`config.mk`:
```
export PLATFORM = sky130hd
export DESIGN_NAME = sa_matmul_sequencer
export DESIGN_NICKNAME = d
export VERILOG_FILES = /design/src/rtl/sa_ctrl_pkg.sv /design/src/rtl/sa_skew_feeder.sv /design/src/rtl/sa_matmul_sequencer.sv
export SDC_FILE = /design/constraint.sdc
export NUM_CORES = 1
export LEC_CHECK = 0
export ABC_AREA = 0
export BUFFER_PORTS_ARGS = -buffer_cell sky130_fd_sc_hd__buf_2
export CORE_MARGIN = 1
export CORE_UTILIZATION = 40
export CTS_BUF_LIST = sky130_fd_sc_hd__clkbuf_8
export DETAILED_ROUTE_END_ITERATION = 6
export PLACE_DENSITY_LB_ADDON = 0.12
export SETUP_SLACK_MARGIN = 0.1
export SYNTH_ARGS = -nofsm -noshare
export SYNTH_HDL_FRONTEND = slang
export SYNTH_SLANG_ARGS = --single-unit
```
`constraint.sdc`:
```
create_clock -name CLK -period 11.6 [get_ports CLK]
set_input_delay 2.32 -clock CLK [delete_from_list [all_inputs] [get_ports CLK]]
set_output_delay 2.32 -clock CLK [all_outputs]
set_load 0.05 [all_outputs]
```
`src/rtl/sa_ctrl_pkg.sv`:
```
// sa_ctrl_pkg: shared state encoding, array geometry and element indexing for the matmul sequencer
package sa_ctrl_pkg;
    typedef enum logic [2:0] {IDLE, CLEAR, FEED, FLUSH, WAIT_DONE, DONE} state_t;
    localparam int SA_N = 3;
    localparam int FEED_STEPS = 5;
    function automatic logic [3:0] idx(input int row, input int col);
        return 4'(row * SA_N + col);
    endfunction
endpackage

```
`src/rtl/sa_skew_feeder.sv`:
```
// sa_skew_feeder: steps t=0..4 after load and drives registered skewed row/column feeds from the banks
module sa_skew_feeder
    import sa_ctrl_pkg::*;
#(
    parameter int DATAWIDTH = 8
) (
    input  logic                                    clk,
    input  logic                                    rst,
    input  logic                                    load,
    input  logic [SA_N*SA_N-1:0][DATAWIDTH-1:0]     a_bank,
    input  logic [SA_N*SA_N-1:0][DATAWIDTH-1:0]     b_bank,
    output logic                                    last,
    output logic [SA_N-1:0][DATAWIDTH-1:0]          sa_a,
    output logic [SA_N-1:0][DATAWIDTH-1:0]          sa_b
);
    logic                           active;
    logic                           feed;
    logic [2:0]                     t;
    logic [2:0]                     nt;
    logic [SA_N-1:0][DATAWIDTH-1:0] na;
    logic [SA_N-1:0][DATAWIDTH-1:0] nb;

    function automatic logic [DATAWIDTH-1:0] pick(input logic [SA_N*SA_N-1:0][DATAWIDTH-1:0] bank,
                                                  input int r, input int c);
        if (r < 0 || r >= SA_N || c < 0 || c >= SA_N) return '0;
        return bank[idx(r, c)];
    endfunction

    assign last = active && t == 3'(FEED_STEPS - 1);
    assign feed = load || (active && !last);
    assign nt   = load ? 3'd0 : t + 3'd1;

    // Feed values for the step presented next cycle; row i lags by i, column j lags by j
    always_comb begin
        na = '0;
        nb = '0;
        for (int i = 0; i < SA_N; i++) begin
            na[i] = feed ? pick(a_bank, i, int'(nt) - i) : '0;
            nb[i] = feed ? pick(b_bank, int'(nt) - i, i) : '0;
        end
    end

    // Step counter and registered feeds; feeds fall to 0 once the last step has been shown
    always_ff @(posedge clk) begin
        if (rst) begin
            active <= 1'b0;
            t      <= '0;
            sa_a   <= '0;
            sa_b   <= '0;
        end else begin
            sa_a   <= na;
            sa_b   <= nb;
            active <= feed;
            t      <= feed ? nt : '0;
        end
    end
endmodule

```
`src/rtl/sa_matmul_sequencer.sv`:
```
// sa_matmul_sequencer: holds operand banks, runs one skewed 3x3 array job and captures its results
module sa_matmul_sequencer
    import sa_ctrl_pkg::*;
#(
    parameter int DATAWIDTH = 8,
    parameter int TIMEOUT   = 32
) (
    input  logic                     CLK,
    input  logic                     RST,
    input  logic                     wr_en,
    input  logic                     wr_sel,
    input  logic [3:0]               wr_addr,
    input  logic [DATAWIDTH-1:0]     wr_data,
    input  logic                     go,
    input  logic [3:0]               rd_addr,
    output logic [2*DATAWIDTH-1:0]   rd_data,
    output logic                     busy,
    output logic                     out_valid,
    output logic                     err,
    output logic                     wr_drop,
    output logic                     sa_start,
    output logic [DATAWIDTH-1:0]     sa_A0,
    output logic [DATAWIDTH-1:0]     sa_A1,
    output logic [DATAWIDTH-1:0]     sa_A2,
    output logic [DATAWIDTH-1:0]     sa_B0,
    output logic [DATAWIDTH-1:0]     sa_B1,
    output logic [DATAWIDTH-1:0]     sa_B2,
    input  logic [2*DATAWIDTH-1:0]   sa_P11,
    input  logic [2*DATAWIDTH-1:0]   sa_P12,
    input  logic [2*DATAWIDTH-1:0]   sa_P13,
    input  logic [2*DATAWIDTH-1:0]   sa_P21,
    input  logic [2*DATAWIDTH-1:0]   sa_P22,
    input  logic [2*DATAWIDTH-1:0]   sa_P23,
    input  logic [2*DATAWIDTH-1:0]   sa_P31,
    input  logic [2*DATAWIDTH-1:0]   sa_P32,
    input  logic [2*DATAWIDTH-1:0]   sa_P33,
    input  logic                     sa_Done
);
    localparam int CW = $clog2(TIMEOUT + 1);

    state_t                                     state;
    logic [CW-1:0]                              cnt;
    logic [SA_N*SA_N-1:0][DATAWIDTH-1:0]        a_bank;
    logic [SA_N*SA_N-1:0][DATAWIDTH-1:0]        b_bank;
    logic [SA_N*SA_N-1:0][2*DATAWIDTH-1:0]      c_bank;
    logic [SA_N-1:0][DATAWIDTH-1:0]             sa_a;
    logic [SA_N-1:0][DATAWIDTH-1:0]             sa_b;
    logic                                       feed_last;
    logic                                       idle_like;

    assign idle_like = state == IDLE || state == DONE;
    assign rd_data   = rd_addr < 4'd9 ? c_bank[rd_addr] : '0;
    assign {sa_A2, sa_A1, sa_A0} = sa_a;
    assign {sa_B2, sa_B1, sa_B0} = sa_b;

    sa_skew_feeder #(.DATAWIDTH(DATAWIDTH)) u_feed (
        .clk    (CLK),
        .rst    (RST),
        .load   (state == CLEAR),
        .a_bank (a_bank),
        .b_bank (b_bank),
        .last   (feed_last),
        .sa_a   (sa_a),
        .sa_b   (sa_b)
    );

    // Job FSM with bank writes, result capture, timeout and registered status/start
    always_ff @(posedge CLK) begin
        if (RST) begin
            state     <= IDLE;
            cnt       <= '0;
            busy      <= 1'b0;
            out_valid <= 1'b0;
            err       <= 1'b0;
            wr_drop   <= 1'b0;
            sa_start  <= 1'b0;
            a_bank    <= '0;
            b_bank    <= '0;
            c_bank    <= '0;
        end else begin
            if (wr_en && idle_like && wr_addr < 4'd9) begin
                if (wr_sel) b_bank[wr_addr] <= wr_data;
                else a_bank[wr_addr] <= wr_data;
            end
            if (wr_en && !idle_like) wr_drop <= 1'b1;
            case (state)
                IDLE, DONE: if (go) begin
                    state     <= CLEAR;
                    busy      <= 1'b1;
                    out_valid <= 1'b0;
                    err       <= 1'b0;
                    wr_drop   <= 1'b0;
                    sa_start  <= 1'b0;
                end
                CLEAR: begin
                    state    <= FEED;
                    sa_start <= 1'b1;
                end
                FEED: if (feed_last) state <= FLUSH;
                FLUSH: begin
                    state <= WAIT_DONE;
                    cnt   <= '0;
                end
                WAIT_DONE: begin
                    if (sa_Done) begin
                        c_bank    <= {sa_P33, sa_P32, sa_P31, sa_P23, sa_P22, sa_P21, sa_P13, sa_P12, sa_P11};
                        state     <= DONE;
                        busy      <= 1'b0;
                        out_valid <= 1'b1;
                        sa_start  <= 1'b0;
                    end else if (cnt == CW'(TIMEOUT - 1)) begin
                        state     <= DONE;
                        busy      <= 1'b0;
                        out_valid <= 1'b1;
                        err       <= 1'b1;
                        sa_start  <= 1'b0;
                    end else begin
                        cnt <= cnt + CW'(1);
                    end
                end
                default: state <= IDLE;
            endcase
        end
    end
endmodule

```
==> flow_metrics.env <==
export IMPL_place_congestion=0.917
export IMPL_initial_utilization_pct=40.7
export IMPL_clk_latency_ns=0.65
export IMPL_hold_buffers=0
export IMPL_portBuffers=234
export IMPL_seq_area_mm2=0.00709
export IMPL_cp_cell_sequence="clkinv_1, ha_1, inv_1, nor2_4, ha_1, inv_1, or4_1, nand3_1, fa_1, clkinv_1, a2111oi_0, a311oi_1, a221oi_1, nor3_1"
export IMPL_arrival_ns=7.26
export IMPL_layout_commonest_cell="nand2_1"
export IMPL_hold_path_class="reg -> reg"
export IMPL_cts_root_to_sink_buffers=3
export IMPL_ys_types=72
export IMPL_grt_pass1_vias=13200
export IMPL_swShare_pct=35.9
export IMPL_r2r_start="u_feed.t[0]"
export IMPL_hp_start="c_bank[111]"
export IMPL_worstPathRequired_ns=12.10
export IMPL_nNetsFinal=2138
export IMPL_min_period_ns=6.76
export IMPL_p_seq_share_pct=33.9
export IMPL_fillers=3924
export IMPL_cp_slowest_stage_delay_ns=0.89
export IMPL_num_antenna_cells=0
export IMPL_routedWlPerCell_um=21.1
export IMPL_grt_pass1_wl_mm=80.2
export IMPL_hold_violations=0
export IMPL_startpoint="u_feed.t[0]"
export IMPL_layout_drive_gt1_share_pct=22.1
export IMPL_fin_crit_sh_pct=58.2
export IMPL_numCtsBuffers=61
export IMPL_track_usage_pct=25.4
export IMPL_p_sw_uw=1390
export IMPL_crit_path_end_kind="flop"
export IMPL_routed_wl_mm=53.2
export IMPL_first_pass_iters=5
export IMPL_final_cell_mix="386 x nand2_1, 354 x dfxtp_1, 233 x buf_2"
export IMPL_critPathLaunchType="flop"
export IMPL_syn_area_mm2=0.0163
export IMPL_cts_resized=0
export IMPL_die_area_mm2=0.0415
export IMPL_core_mm2=0.0399
export IMPL_placementRows=73
export IMPL_combPwrFrac_pct=32.7
export IMPL_p_int_uw=2490
export IMPL_synth_fp_nets=1979
export IMPL_ios=235
export IMPL_yosys_warnings=0
export IMPL_cts_num_sinks=354
export IMPL_worstPathMaxFanout=21
export IMPL_area_growth_pct=16.9
export IMPL_crit_type="reg -> reg"
export IMPL_cts_root_buf="clkbuf_8"
export IMPL_fp_dieW_um=204
export IMPL_worst_pin_slew_ns=1.23
export IMPL_async_flop_share_pct=0
export IMPL_fin_tns_setup_ns=0
export IMPL_viasPerCell=5.48
export IMPL_vias=13800
export IMPL_cp_slowest_cell="dfxtp_1"
export IMPL_clkPwrFrac_pct=33.3
export IMPL_setup_viol=0
export IMPL_synth_edf_count=0
export IMPL_p_leak_uw=0.00742
export IMPL_seq_area_frac_synth_pct=43.6
export IMPL_hpwl_mm=37.9
export IMPL_fin_ws_ns=4.84
export IMPL_place_ws_ns=4.93
export IMPL_ctsHtreeMaxLevel=2
export IMPL_power_density_mw_per_mm2=204
export IMPL_postCtsSetupBuffers=0
export IMPL_drcViolationCount=0
export IMPL_maxCapViolCount=0
export IMPL_tritoncts="yes"
export IMPL_slew_violations=0
export IMPL_fmax_mhz=148
export IMPL_timing_slew_headroom_pct=17.8
export IMPL_drtIter0Drc=1109
export IMPL_fin_worst_skew_ns=0.0129
export IMPL_postRouteAntennaNets=0
export IMPL_syn_inst=1797
export IMPL_synth_flop_cell="dfxtp_1"
export IMPL_avgSynthCellArea_um2=9.05
export IMPL_status="finished, final reports clean"
export IMPL_ir_drop_uv=115
export IMPL_grt_setup_unrepaired="no"
export IMPL_ys_seq_elements=354
export IMPL_grt_max_degree=115
export IMPL_multi_input_area_mm2=0.00849
export IMPL_die_h_um=204
export IMPL_antenna_found_initial=1
export IMPL_grt_overflow=0
export IMPL_clk_pin_slew_ns=0.07
==> worst max-delay path, delay by kind of cell, from the launching register on <==
kind | cells | cell delay (ns)
flops | 1 | 0.89
buf+inv | 4 | 1.90
simple gates | 4 | 1.21
compound gates | 3 | 1.01
fa+ha+maj | 3 | 1.60
==> final timing paths <==
| check | end | slack [ns] | cells past startpoint |
|---|---|---|---|
| worst max register to register | u_feed.sa_b[12] | 4.84 | 14 |
| worst min-delay path | c_bank[111] | 0.45 | 2 |
| worst min register to register | c_bank[111] | 0.45 | 2 |
| worst max-delay path | u_feed.sa_b[12] | 4.84 | 14 |
==> per-stage QoR <==
step,util [%],instances,hold WS [ns],total power [µW],area [µm²]
2_1_floorplan,-,1797,0.432,2340,16300
3_3_place_gp,44.1,2418,0.444,2590,17600
3_5_place_dp,44.1,2418,0.447,2610,17600
4_1_cts,47.6,2527,0.456,3910,19000
5_1_grt,47.6,2527,0.471,4080,19000
6_report,47.6,2527,0.454,3880,19000
==> power groups by stage <==
stage          combinational [µW]  clock (µW)  sequential, µW
6_report                     1270        1300            1320
5_1_grt                      1370        1380            1320
4_1_cts                      1270        1330            1320
3_5_place_dp                 1260           0            1340
3_3_place_gp                 1240           0            1340
2_1_floorplan                 975           0            1360
==> cells in the mapped netlist (all sizes together), types with 7 or more instances <==
cell       n  area share (%)
inv       12            0.28
buf       45             1.7
nor2     128             3.0
o2bb2ai    8            0.43
nor3      34             1.0
o21ai     30            0.95
mux4      70             9.7
nand3     71             2.2
xnor2     11            0.64
a21oi    219             6.7
a211oi    33             1.6
nor2b      8            0.31
nand2b     7            0.27
ha        14             1.1
clkbuf   109             2.5
and2       8            0.31
dfxtp    354              44
mux2i    157             9.7
nand2    387             8.9
==> routing by layer <==
metal / vias up / global-route usage (%) / share of wire, %
li1: 6622 / - / -
met1: 6651 / 32.3 / 43
met2: 466 / 42.5 / 48
met3: 103 / 3.66 / 5.2
met4: 2 / 11.6 / 4.0
met5: - / 0 / 0.030
==> state kept, by name (all words and copies together), names as in the netlist, 3 cells and up <==
| signal | cells |
|---|---|
| b_bank | 72 |
| a_bank | 72 |
| u_feed.sa_b | 24 |
| cnt | 6 |
| state | 3 |
| c_bank | 144 |
| u_feed.t | 3 |
| u_feed.sa_a | 24 |
==> kinds of logic (layout without fill, tap and decap cells) <==
| family | Yosys count | count (layout) | share of synthesized area, % |
|---|---|---|---|
| simple gates | 682 | 682 | 18.1 |
| fa+ha+maj | 16 | 16 | 1.32 |
| buf+inv | 169 | 374 | 4.55 |
| flops | 354 | 354 | 43.6 |
| mux | 229 | 229 | 19.5 |
| compound gates | 334 | 334 | 12.1 |
| xor+xnor | 13 | 13 | 0.831 |
==> layout make-up <==
type	count	share of cell area [%]
clock buffers	83	6.01
clock inverters	26	1.45
inverters	15	0.296
multi-input cells	1274	44.7
flip-flops and latches	354	37.3
well taps	525	3.46
repair buffers	250	6.84
(Power assumes the default switching activity.)
